--- config.mk ---
export PLATFORM = sky130hd
export DESIGN_NAME = seq_addsub
export DESIGN_NICKNAME = d
export VERILOG_FILES = /design/src/rtl/seq_addsub.sv
export SDC_FILE = /design/constraint.sdc
export NUM_CORES = 1
export LEC_CHECK = 0
export BUFFER_PORTS_ARGS = -buffer_cell sky130_fd_sc_hd__buf_2
export CORE_MARGIN = 5
export CORE_UTILIZATION = 30
export CTS_CLUSTER_DIAMETER = 30
export DETAILED_ROUTE_END_ITERATION = 16
export PLACE_DENSITY = 0.53
export SETUP_SLACK_MARGIN = 0.5
export SYNTH_ARGS = -nofsm -noshare
export SYNTH_HDL_FRONTEND = slang
export SYNTH_SLANG_ARGS = --single-unit
--- constraint.sdc ---
create_clock -name clk -period 9.9 [get_ports clk]
set_input_delay 0.99 -clock clk [delete_from_list [all_inputs] [get_ports clk]]
set_output_delay 0.99 -clock clk [all_outputs]
set_load 0.005 [all_outputs]
--- src/rtl/seq_addsub.sv ---
// seq_addsub: multi-cycle ripple adder/subtractor, CHUNK bits per clock.
// Carry is registered between chunks; start/busy/done handshake.
`timescale 1ns/1ps
module seq_addsub #(
   parameter int WIDTH = 25,
   parameter int CHUNK = 5
) (
   input  logic             clk,
   input  logic             rst_n,
   input  logic             start,
   input  logic             sub,
   input  logic [WIDTH-1:0] in1,
   input  logic [WIDTH-1:0] in2,
   input  logic             cin,
   output logic             busy,
   output logic             done,
   output logic [WIDTH-1:0] S,
   output logic             Cout,
   output logic             ovf
);

   localparam int N  = (WIDTH + CHUNK - 1) / CHUNK;
   localparam int NP = N * CHUNK;
   localparam int IW = (N > 1) ? $clog2(N) : 1;

   typedef enum logic {IDLE, RUN} state_t;

   state_t            r_state, w_next;
   logic [1:0]        r_rst_sync;
   logic              w_rst_n;
   logic [NP-1:0]     r_a, r_b, r_res;
   logic [NP-1:0]     w_in1x, w_bx, w_res_nxt;
   logic [IW-1:0]     r_idx;
   logic              r_c;
   logic [CHUNK-1:0]  w_sum;
   logic              w_c, w_cmsb, w_last, w_accept;
   logic [WIDTH-1:0]  r_S;
   logic              r_Cout, r_ovf, r_done;
   int                w_base;

   // Async assert, clock-synchronised release of the internal reset
   always_ff @(posedge clk or negedge rst_n) begin
      if (!rst_n) r_rst_sync <= '0;
      else        r_rst_sync <= {r_rst_sync[0], 1'b1};
   end
   assign w_rst_n = r_rst_sync[1];

   assign w_accept = (r_state == IDLE) && start;
   assign w_last   = (r_state == RUN) && (r_idx == IW'(N - 1));

   always_ff @(posedge clk or negedge w_rst_n) begin
      if (!w_rst_n) r_state <= IDLE;
      else          r_state <= w_next;
   end

   always_comb begin
      w_next = r_state;
      unique case (r_state)
         IDLE:    if (start)  w_next = RUN;
         RUN:     if (w_last) w_next = IDLE;
         default: w_next = IDLE;
      endcase
   end

   always_comb begin
      w_in1x = '0;
      w_bx   = '0;
      w_in1x[WIDTH-1:0] = in1;
      w_bx[WIDTH-1:0]   = sub ? ~in2 : in2;
   end

   // One chunk of ripple; bits past WIDTH-1 leave the carry untouched
   always_comb begin
      w_c    = r_c;
      w_cmsb = 1'b0;
      w_sum  = '0;
      w_base = int'(r_idx) * CHUNK;
      for (int j = 0; j < CHUNK; j++) begin
         if (w_base + j < WIDTH) begin
            if (w_base + j == WIDTH - 1) w_cmsb = w_c;
            w_sum[j] = r_a[j] ^ r_b[j] ^ w_c;
            w_c = (r_a[j] & r_b[j]) | (w_c & (r_a[j] ^ r_b[j]));
         end
      end
   end

   always_comb begin
      w_res_nxt = r_res;
      for (int k = 0; k < N; k++) begin
         if (r_idx == IW'(k)) w_res_nxt[k*CHUNK +: CHUNK] = w_sum;
      end
   end

   always_ff @(posedge clk or negedge w_rst_n) begin
      if (!w_rst_n) begin
         r_a    <= '0;
         r_b    <= '0;
         r_res  <= '0;
         r_idx  <= '0;
         r_c    <= 1'b0;
         r_S    <= '0;
         r_Cout <= 1'b0;
         r_ovf  <= 1'b0;
         r_done <= 1'b0;
      end else begin
         r_done <= 1'b0;
         unique case (1'b1)
            w_accept: begin
               r_a   <= w_in1x;
               r_b   <= w_bx;
               r_c   <= sub ? 1'b1 : cin;
               r_idx <= '0;
            end
            (r_state == RUN): begin
               r_a   <= r_a >> CHUNK;
               r_b   <= r_b >> CHUNK;
               r_c   <= w_c;
               r_res <= w_res_nxt;
               r_idx <= r_idx + 1'b1;
               if (w_last) begin
                  r_S    <= w_res_nxt[WIDTH-1:0];
                  r_Cout <= w_c;
                  r_ovf  <= w_cmsb ^ w_c;
                  r_done <= 1'b1;
               end
            end
            default: ;
         endcase
      end
   end

   assign busy = (r_state == RUN);
   assign done = r_done;
   assign S    = r_S;
   assign Cout = r_Cout;
   assign ovf  = r_ovf;

endmodule

# Yosys cells after proc, flatten, opt, wreduce, memory -nomap -nowiden

Cells that the tools add are included.

Input port bits: 55
Word-level logic and storage cells: 100
Register bits after elaboration: 110
Output and inout bits: 29

Order comparisons: 5
Multiplexer cells: 36
Multiply operators: 1
Reduce and logical (&&, ||, !) cells: 5
Bitwise operators: 28
Add/subtract/negate cells: 5
Equal/unequal tests: 9

Operator list:

| kind                | count |
|---|---|
| $lt 32x6->1 const B | 4 |
| $pmux 25 s2         | 2 |
| $eq 7x5->1 const B  | 4 |
| $mux 1              | 25 |
| $mux 25             | 1 |
| $mux 5              | 5 |
| $not 25->25         | 1 |
| $add 6x2->7 const B | 2 |
| $xor 1x1->1         | 11 |
| $and 1x1->1         | 10 |
| $add 6x1->7 const B | 1 |
| $add 6x3->7 const B | 1 |
| $eq 3x2->1 const B  | 2 |
| $eq 6x5->1 const B  | 1 |
| $lt 6x5->1 const B  | 1 |
| $mul 3x3->6 const B | 1 |
| $pmux 3 s2          | 1 |
| $or 1x1->1          | 5 |
| $pmux 1 s2          | 2 |
| $add 3x1->3 const B | 1 |
| $eq 3x1->1 const B  | 1 |
| $eq 3x3->1 const B  | 1 |
| $logic_not 3->1     | 1 |
| $logic_and 1x1->1   | 2 |
| 3 further kinds     | 3 |

# Logic depth before layout (Yosys ltp)

Gate-level depths: netlist (run 1).

Depth in word-level cells: 17
Gate-level depth with buffers: 22
Depth with buffers taken out: 22

# Worst setup path before layout (run 1)

OpenSTA, ideal clock, no wires.

Path kind: register to register
Start: reg r_idx[0]
End: reg r_ovf (netlist: ovf)
Data required time: 9.779 ns
Arrival time: 4.866 ns
Path slack: 4.913 ns
Cell stages (with the launch flop): 23
Period minus slack after synthesis: 4.987 ns
Library setup time: 0.121 ns
Path buffers: 0
Path through: dfrtp_1 > ha_1 > xnor2_4 > inv_6 > ha_1 > fa_1 > a31oi_1 > mux2_2 > fa_1 > inv_1 > o221ai_2 > o21ai_0 > fa_1 > inv_1 > o211ai_1 > nand2_1 > fa_1 > a21o_1 > a21oi_1 > a2111oi_0 > a2111oi_0 > a31oi_1 > o22a_1

Longest elaborated chain between the ends: 16
Elaborated cells between the ends (all ways): 42
Classes of those cells: add/sub: 4; mul: 1; order compare: 5; eq/ne: 6; mux: 15; bitwise: 9; reduce/logical: 2

Ends and longest elaborated chain:

| element                                                              | line | source |
|---|---|---|
| start, declared                                                      | 33   | `logic [IW-1:0] r_idx;` |
| start signal, assigned                                               | 119  | `r_idx <= r_idx + 1'b1;` |
| parallel branches: the longest is 16 deep, another holds $lt 32x6->1 | n/a  |  |
| end signal, assigned                                                 | 123  | `r_ovf <= w_cmsb ^ w_c;` |
| end, declared                                                        | 38   | `logic r_Cout, r_ovf, r_done;` |

Several ways; the timed one is not identified.
A chain may end at the register's enable or synchronous reset.

# Final worst setup path (run 1)

Ends and elaborated chain as after synthesis.

==> reports/metrics.yaml, run 1 <==
run_status:
  status: "complete, no violations"
final_layout:
  drive_gt1_frac: 0.175
  num_antenna_cells: 0
  area_growth_pct: 15.9
  fin_util: 0.356
  post_layout_nonfiller_instances: 890
  fin_nets: 733
logic_synthesis:
  synth_cell_types: 62
  synth.avg_cell_area_sq_um: 9.37
  synth_top_family_by_area: "compound AO/OA/AOI/OAI gates"
  synth_fp_nets: 670
  synthMuxAreaShare: 0.0545
  synth_fa_ha_area_frac: 0.0583
  synth_xor_area_frac: 0.0565
  async_flop_share: 1.00
  yosysTopAreaCellShare: 0.473
  yosys.area_share.simple: 0.152
  synth_cells: 593
  ys_ff_latch: 105
  synthesis.area_sq_mm: 0.00556
  synth_edf_count: 0
  yosys.area.top_type: "dfrtp_1"
  synthTopCellsByArea: "dfrtp_1 (47%), nand2_1 (11%), o21ai_0 (7.7%)"
  ys.flop_type: "dfrtp_1"
  ys_seq_area_frac: 0.473
  yosysWarnings: 0
  synth_compound_area_frac: 0.168
die:
  die_y_um: 146
  core_area_sq_mm: 0.0181
  die_x_um: 146
  ios: 84
  initial_core_util: 0.307
  dieArea_sq_mm: 0.0213
  num_rows: 49
sta:
  fin_crit_sh: 0.583
  finClkSkew_ns: 0.00742
  fmax_mhz: 173
  period_minus_slack_ns: 5.77
  relSlewSlack: 0.403
  final-max-slew-violation-count: 0
  totalNegativeSetupSlack_ns: 0
  final_hold_viol_count: 0
  worstMarginPinSlew_ns: 0.896
  rsz0062_at_grt: "false"
  finalSetupViolCount: 0
clock_network:
  clkTransAtPathRegs_ns: 0.07
  htreeDepth: 3
  cts_setup_buffers: 0
  cts_buffer_depth: 2
  cts_resized: 0
  root_buffer: "clkbuf_16"
  cts_tree: "yes"
  numClockSinks: 105
  hold_buffers: 0
  cts_made_buffers: 9
  clock_latency_ns: 0.35
detailed_routing:
  ant_nets: 0
  via_per_inst: 4.85
  drt_first_pass_iters: 6
  drt-initial-drc-count: 173
  avgRoutedWirePerCell_um: 15.0
  drc: 0
  drt_wl_total_um: 13300
  dr_total_vias: 4317
flow_run:
  cap_violations: 0
critical_path:
  crit_chain: "ha_1, xnor2_4, inv_6, ha_1, fa_1, a31oi_1, mux2_2, fa_1, inv_1, o221ai_2, o21ai_0, fa_1, inv_1, o211ai_1, nand2_1, fa_1, a21o_1, a21oi_1, a2111oi_0, a2111oi_0, a31oi_1, o22a_1"
  cp_data_arrival_time_ns: 6.00
  path_class: "reg -> reg"
  slowest_stage: "dfrtp_1"
  startpoint_type: "register"
  crit_path_end_kind: "register"
  crit_path_frequent_cell: "fa_1"
  required_ns: 10.13
  cp_max_fo: 12
  slowest_delay_ns: 0.51
power_and_ir_drop:
  ir_drop_mv: 0.149
  leakagePower_nw: 3.06
  powerDensity_mw_per_mm2: 327
  finalPower_mw: 2.10
grt:
  grt_overflow: 0
  met3_usage: 0.0446
  top_usage_layer: "met2"
  grt_max_degree: 102
  grt_usage: 0.127
  antenna_found_initial: 2
  first_global_vias: 4235
  gr-usage-met1: 0.179
  use_met2: 0.188
  grt_pass1_wl_um: 22400
placement:
  placed_cells: 874
  place_congestion: 0.934
  port_buffers: 83
  hpwl_um: 9580
hold_path:
  hp-class: "reg -> async"
-- sequential cells by signal, summed over array words and instances, names as in the netlist --
name,count
Cout,1
S,25
busy,1
done,1
ovf,1
r_a,25
r_b,25
r_c,1
r_idx,3
r_res,20
r_rst_sync,2
-- logic make-up (layout without fill, tap and decap cells) --
| logic type | Yosys count | after routing |
|---|---|---|
| other | 1 | 1 |
| and+or+nand+nor | 204 | 204 |
| muxes | 30 | 30 |
| adders and majority gates | 23 | 23 |
| xor gates and xnor gates | 32 | 32 |
| buffers and inverters | 50 | 118 |
| DFF | 105 | 105 |
| AOI/OAI and AO/OA | 148 | 148 |
-- synthesized netlist by cell type, types with 3 or more instances --
library cell and number:
fa_1 5, a31oi_1 3, a21oi_1 8, clkbuf_1 26
xnor2_1 30, o21ai_0 85, ha_1 17, a211oi_1 7
dfrtp_1 105, nand4_1 3, nor2_1 23, a21o_1 5
inv_1 14, o21ai_1 5, o31ai_1 7, o22a_1 3
nor3_1 3, nand2_1 156, buf_2 4, o22ai_1 3
buf_1 4, mux2i_1 28
-- layout by cell type (no fill, tap or decap), types with 2 or more instances in the layout --
cell,count
a2111oi_0,2
inv_1,14
o22ai_1,3
xnor2_1,30
nor2b_1,2
mux2_2,2
a21o_1,5
o2111ai_1,2
nand2_1,156
nand4_1,3
fa_1,5
o21ai_1,5
clkbuf_16,9
o22a_1,3
buf_2,83
nand4b_1,2
o211ai_1,2
and3_1,2
nand2b_1,2
nor3_1,3
o31ai_1,7
buf_4,4
inv_6,2
a21oi_1,8
clkbuf_1,3
nor4b_1,2
dfrtp_1,103
a31oi_1,3
ha_1,17
mux2i_1,28
nor2_1,23
o21ai_0,85
a211oi_1,7
-- metal layers --
layer / vias up / routed length [um]
met1: 2022 / 6180
li1: 2146 / -
met2: 125 / 5920
met5: - / 21
met4: 4 / 227
met3: 20 / 967
-- worst max-delay path, delay by kind of cell (launching register included) --
family | cells | cell delay, ns
adders and majority gates | 6 | 2.22
and+or+nand+nor | 1 | 0.10
DFF | 1 | 0.51
xor gates and xnor gates | 1 | 0.34
buffers and inverters | 3 | 0.22
AOI/OAI and AO/OA | 10 | 1.83
muxes | 1 | 0.43
-- path summary, 6_finish.rpt --
kind,from,end,slack (ns),cells after the start
setup / recovery,r_idx[0],ovf,4.13,22
hold / removal,r_rst_sync[1],S[18],0.35,0
setup reg to reg,r_idx[0],ovf,4.13,22
hold reg to reg,r_rst_sync[1],S[18],0.35,0
max in group asynchronous,r_rst_sync[1],busy,8.37,1
min in group clk,r_rst_sync[0],r_rst_sync[1],0.35,0
-- power by group --
group | total [mW] | internal, mW | leakage (nW) | switching [mW]
Combinational | 1.06 | 0.395 | 1.54 | 0.662
Sequential | 0.692 | 0.585 | 1.38 | 0.107
Clock | 0.356 | 0.198 | 0.141 | 0.158
-- stage by stage --
stage	instance area, sq um	hold slack (ns)	setup WS, ns
floorplan	5560	0.331	4.91
finish	6440	0.351	4.13
detailed placement	6150	0.336	4.21
global placement	6150	0.337	4.39
global route	6440	0.370	3.75
CTS	6440	0.352	4.19
-- final cells by class --
class / instances / area, sq um
flip-flops and latches: 105 / 2630
clock buffers: 12 / 236
clock inverters: 4 / 52.6
well taps: 229 / 287
fillers: 1851 / 11600
repair buffers: 87 / 445
multi-input cells: 438 / 2720
inverters: 15 / 61.3
No activity file was read; power rests on OpenSTA's default activity.
==> run 2, diff against run 1 <==
Settings changed: ABC_AREA from default to 1.
Clock period 9.9 ns to 5.68 ns, I/O delays scaled along.
==> reports/metrics.yaml, run 2 <==
logic_synthesis:
  yosys.area.top_type: "dfrtp_1"  # unchanged
  yosys-top-cells-count: "nand2_1 (168), dfrtp_1 (105), o21ai_0 (63)"  # was nand2_1 (156), dfrtp_1 (105), o21ai_0 (85)
  yosysTopAreaCellShare: 0.475  # was 0.473
  synth_cell_types: 40  # was 62
  synthTopCellsByArea: "dfrtp_1 (47%), nand2_1 (11%), o21ai_0 (5.7%)"  # was dfrtp_1 (47%), nand2_1 (11%), o21ai_0 (7.7%)
  synth_edf_count: 0  # unchanged
  synthesis.area_sq_mm: 0.00554  # was 0.00556 sq mm
  async_flop_share: 1.00  # unchanged
  synth.avg_cell_area_sq_um: 8.72  # was 9.37 sq um
  ys_seq_area_frac: 0.475  # was 0.473
  synth.most_common_cell: "nand2_1"  # unchanged
  ys.flop_type: "dfrtp_1"  # unchanged
  synth_fp_nets: 712  # was 670
  ys_ff_latch: 105  # unchanged
  synth_cells: 635  # was 593
  yosysWarnings: 0  # unchanged
sta:
  fmax_mhz: 220  # was 173 MHz
  relSlewSlack: 0.276  # was 0.403
  rsz0062_at_grt: "false"  # unchanged
  finalWorstSetupSlack_ns: 1.14  # was 4.13 ns
  final_hold_viol_count: 0  # unchanged
  finClkSkew_ns: 0.00837  # was 0.00742 ns
  totalNegativeSetupSlack_ns: 0  # unchanged
  final-max-slew-violation-count: 0  # unchanged
  finalSetupViolCount: 0  # unchanged
  worstMarginPinSlew_ns: 1.08  # was 0.896 ns
  fin_crit_sh: 0.800  # was 0.583
  period_minus_slack_ns: 4.54  # was 5.77 ns
power_and_ir_drop:
  leakagePower_nw: 2.96  # was 3.06 nW
  ir_drop_mv: 0.174  # was 0.149 mV
  powerDensity_mw_per_mm2: 576  # was 327 mW/mm^2
detailed_routing:
  wl_met2_um: 6110  # was 5920 um
  via_per_inst: 4.61  # was 4.85
  drt_wl_total_um: 13400  # was 13300 um
  drt-initial-drc-count: 191  # was 173
  drc: 0  # unchanged
  ant_nets: 0  # unchanged
  wl_met3_um: 700  # was 967 um
  wl_met1_um: 6440  # was 6180 um
  dr_total_vias: 4304  # was 4317
  drt_first_pass_iters: 4  # was 6
  top_layer_used: "met5"  # unchanged
  avgRoutedWirePerCell_um: 14.4  # was 15.0 um
clock_network:
  cts_made_buffers: 9  # unchanged
  cts_buffer_depth: 2  # unchanged
  htreeDepth: 3  # unchanged
  cts_resized: 0  # unchanged
  cts_tree: "yes"  # unchanged
  clkTransAtPathRegs_ns: 0.07  # about the same
  numClockSinks: 105  # unchanged
  root_buffer: "clkbuf_16"  # unchanged
  cts_setup_buffers: 0  # unchanged
  clock_latency_ns: 0.35  # about the same
run_status:
  status: "complete, no violations"  # unchanged
placement:
  hpwl_um: 9460  # was 9580 um
  place_ws_ns: 1.14  # was 4.21 ns
  port_buffers: 83  # unchanged
  placed_cells: 918  # was 874
  place_congestion: 0.860  # was 0.934
critical_path:
  startpoint_type: "register"  # unchanged
  crit_path_end_kind: "register"  # unchanged
  worst-path-buf-inv: 3  # unchanged
  slowest_stage: "dfrtp_1"  # unchanged
  cp_data_arrival_time_ns: 4.83  # was 6.00 ns
  path_class: "reg -> reg"  # unchanged
  crit_chain: "ha_1, inv_1, nand2_1, nand2_4, ha_1, fa_1, o21bai_2, o21ai_0, inv_1, fa_1, inv_1, nand3_1, nand2_1, fa_1, or2_1, nand2_1, fa_1, or2_4, nand3_2, nand3_4, nand2_2, nand3_1, nand2_1"  # was ha_1, xnor2_4, inv_6, ha_1, fa_1, a31oi_1, mux2_2, fa_1, inv_1, o221ai_2, o21ai_0, fa_1, inv_1, o211ai_1, nand2_1, fa_1, a21o_1, a21oi_1, a2111oi_0, a2111oi_0, a31oi_1, o22a_1
  cp_max_fo: 10  # was 12
  slowest_delay_ns: 0.53  # was 0.51 ns
  required_ns: 5.96  # was 10.13 ns
  cp_top_family: "adder cells"  # unchanged
final_layout:
  layout_commonest_cell: "nand2_1"  # unchanged
  post_layout_nonfiller_instances: 934  # was 890
  final_cell_mix: "nand2_1 (168), dfrtp_1 (104), buf_2 (83)"  # was nand2_1 (156), dfrtp_1 (103), o21ai_0 (85)
  nFillCells: 1883  # was 1851
  fin_nets: 778  # was 733
  drive_gt1_frac: 0.200  # was 0.175
  area_growth_pct: 16.3  # was 15.9%
  num_antenna_cells: 0  # unchanged
grt:
  grt_max_degree: 85  # was 102
  grt_usage: 0.131  # was 0.127
  grt_pass1_wl_um: 22700  # was 22400 um
  antenna_found_initial: 1  # was 2
  first_global_vias: 4340  # was 4235
  grt_overflow: 0  # unchanged
die:
  dieArea_sq_mm: 0.0213  # about the same
  ios: 84  # unchanged
  num_rows: 49  # unchanged
  initial_core_util: 0.306  # was 0.307
  die_x_um: 146  # about the same
  die_y_um: 146  # about the same
  core_area_sq_mm: 0.0181  # unchanged
flow_run:
  cap_violations: 0  # unchanged
hold_path:
  hp-class: "reg -> async"  # unchanged
run 2: worst paths after layout:
path	cells past startpoint	start	slack (ns)	endpoint
hold reg to reg	0	r_rst_sync[1]	0.34	r_a[20]
setup / recovery	23	r_idx[0]	1.14	S[9]
setup reg to reg	23	r_idx[0]	1.14	S[9]
max in group asynchronous	1	r_rst_sync[1]	4.14	S[19]
min in group clk	0	r_rst_sync[0]	0.36	r_rst_sync[1]
hold / removal	0	r_rst_sync[1]	0.34	r_a[20]
run 2: cell families (layout without fill, tap and decap cells):
| family | Yosys count | count (layout) | synth area share |
|---|---|---|---|
| simple gates | 273 | 273 | 0.227 |
| compound gates | 112 | 112 | 0.127 |
| flops | 105 | 105 | 0.475 |
| buf+inv | 92 | 162 | 0.0665 |
| xor+xnor | 30 | 30 | 0.0475 |
| fa+ha+maj | 22 | 22 | 0.0565 |
| other cells | 1 | 1 | 0.000677 |
run 2: metal layers:
metal	global-route usage	up-vias
li1	-	2212
met1	0.180	1988
met2	0.205	85
met3	0.0361	17
met4	0.0304	2
met5	0	-
run 2: layout make-up:
| class | count | area, sq um | share of cell area |
|---|---|---|---|
| Clock inverter | 2 | 37.5 | 0.00583 |
| Sequential cell | 105 | 2630 | 0.409 |
| Clock buffer | 13 | 260 | 0.0404 |
| Timing Repair Buffer | 88 | 455 | 0.0707 |
| Tap cell | 229 | 287 | 0.0445 |
| Inverter | 59 | 221 | 0.0344 |
| Multi-Input combinational cell | 438 | 2550 | 0.396 |
run 2: what timing repair did:
item,CTS,global route
endpoints found under the hold margin,2,0
setup endpoints to repair,0,0
hold buffers,1,0
run 2: metrics by stage:
stage / hold WS, ns / utilization / area [sq um] / total power [mW]
5_1_grt: 0.371 / 0.356 / 6440 / 4.09
6_report: 0.339 / 0.356 / 6440 / 3.71
3_3_place_gp: 0.339 / 0.339 / 6130 / 3.10
4_1_cts: 0.359 / 0.356 / 6440 / 3.77
3_5_place_dp: 0.343 / 0.339 / 6130 / 3.13
2_1_floorplan: 0.272 / - / 5540 / 2.60
run 2: worst register-to-register path, stage by stage, from the launching register on:
cell      delay [ns]
dfrtp_1         0.53
ha_1            0.28
inv_1           0.10
nand2_1         0.11
nand2_4         0.08
ha_1            0.28
fa_1            0.37
o21bai_2        0.21
o21ai_0         0.22
inv_1           0.11
fa_1            0.40
inv_1           0.07
nand3_1         0.09
nand2_1         0.12
fa_1            0.19
or2_1           0.14
nand2_1         0.07
fa_1            0.39
or2_4           0.27
nand3_2         0.09
nand3_4         0.11
nand2_2         0.09
nand3_1         0.07
nand2_1         0.09
run 2: where the power goes:
group	total [mW]	switching [mW]	internal, mW
Clock	0.632	0.268	0.364
Sequential	1.20	0.163	1.04
Combinational	1.88	1.22	0.664
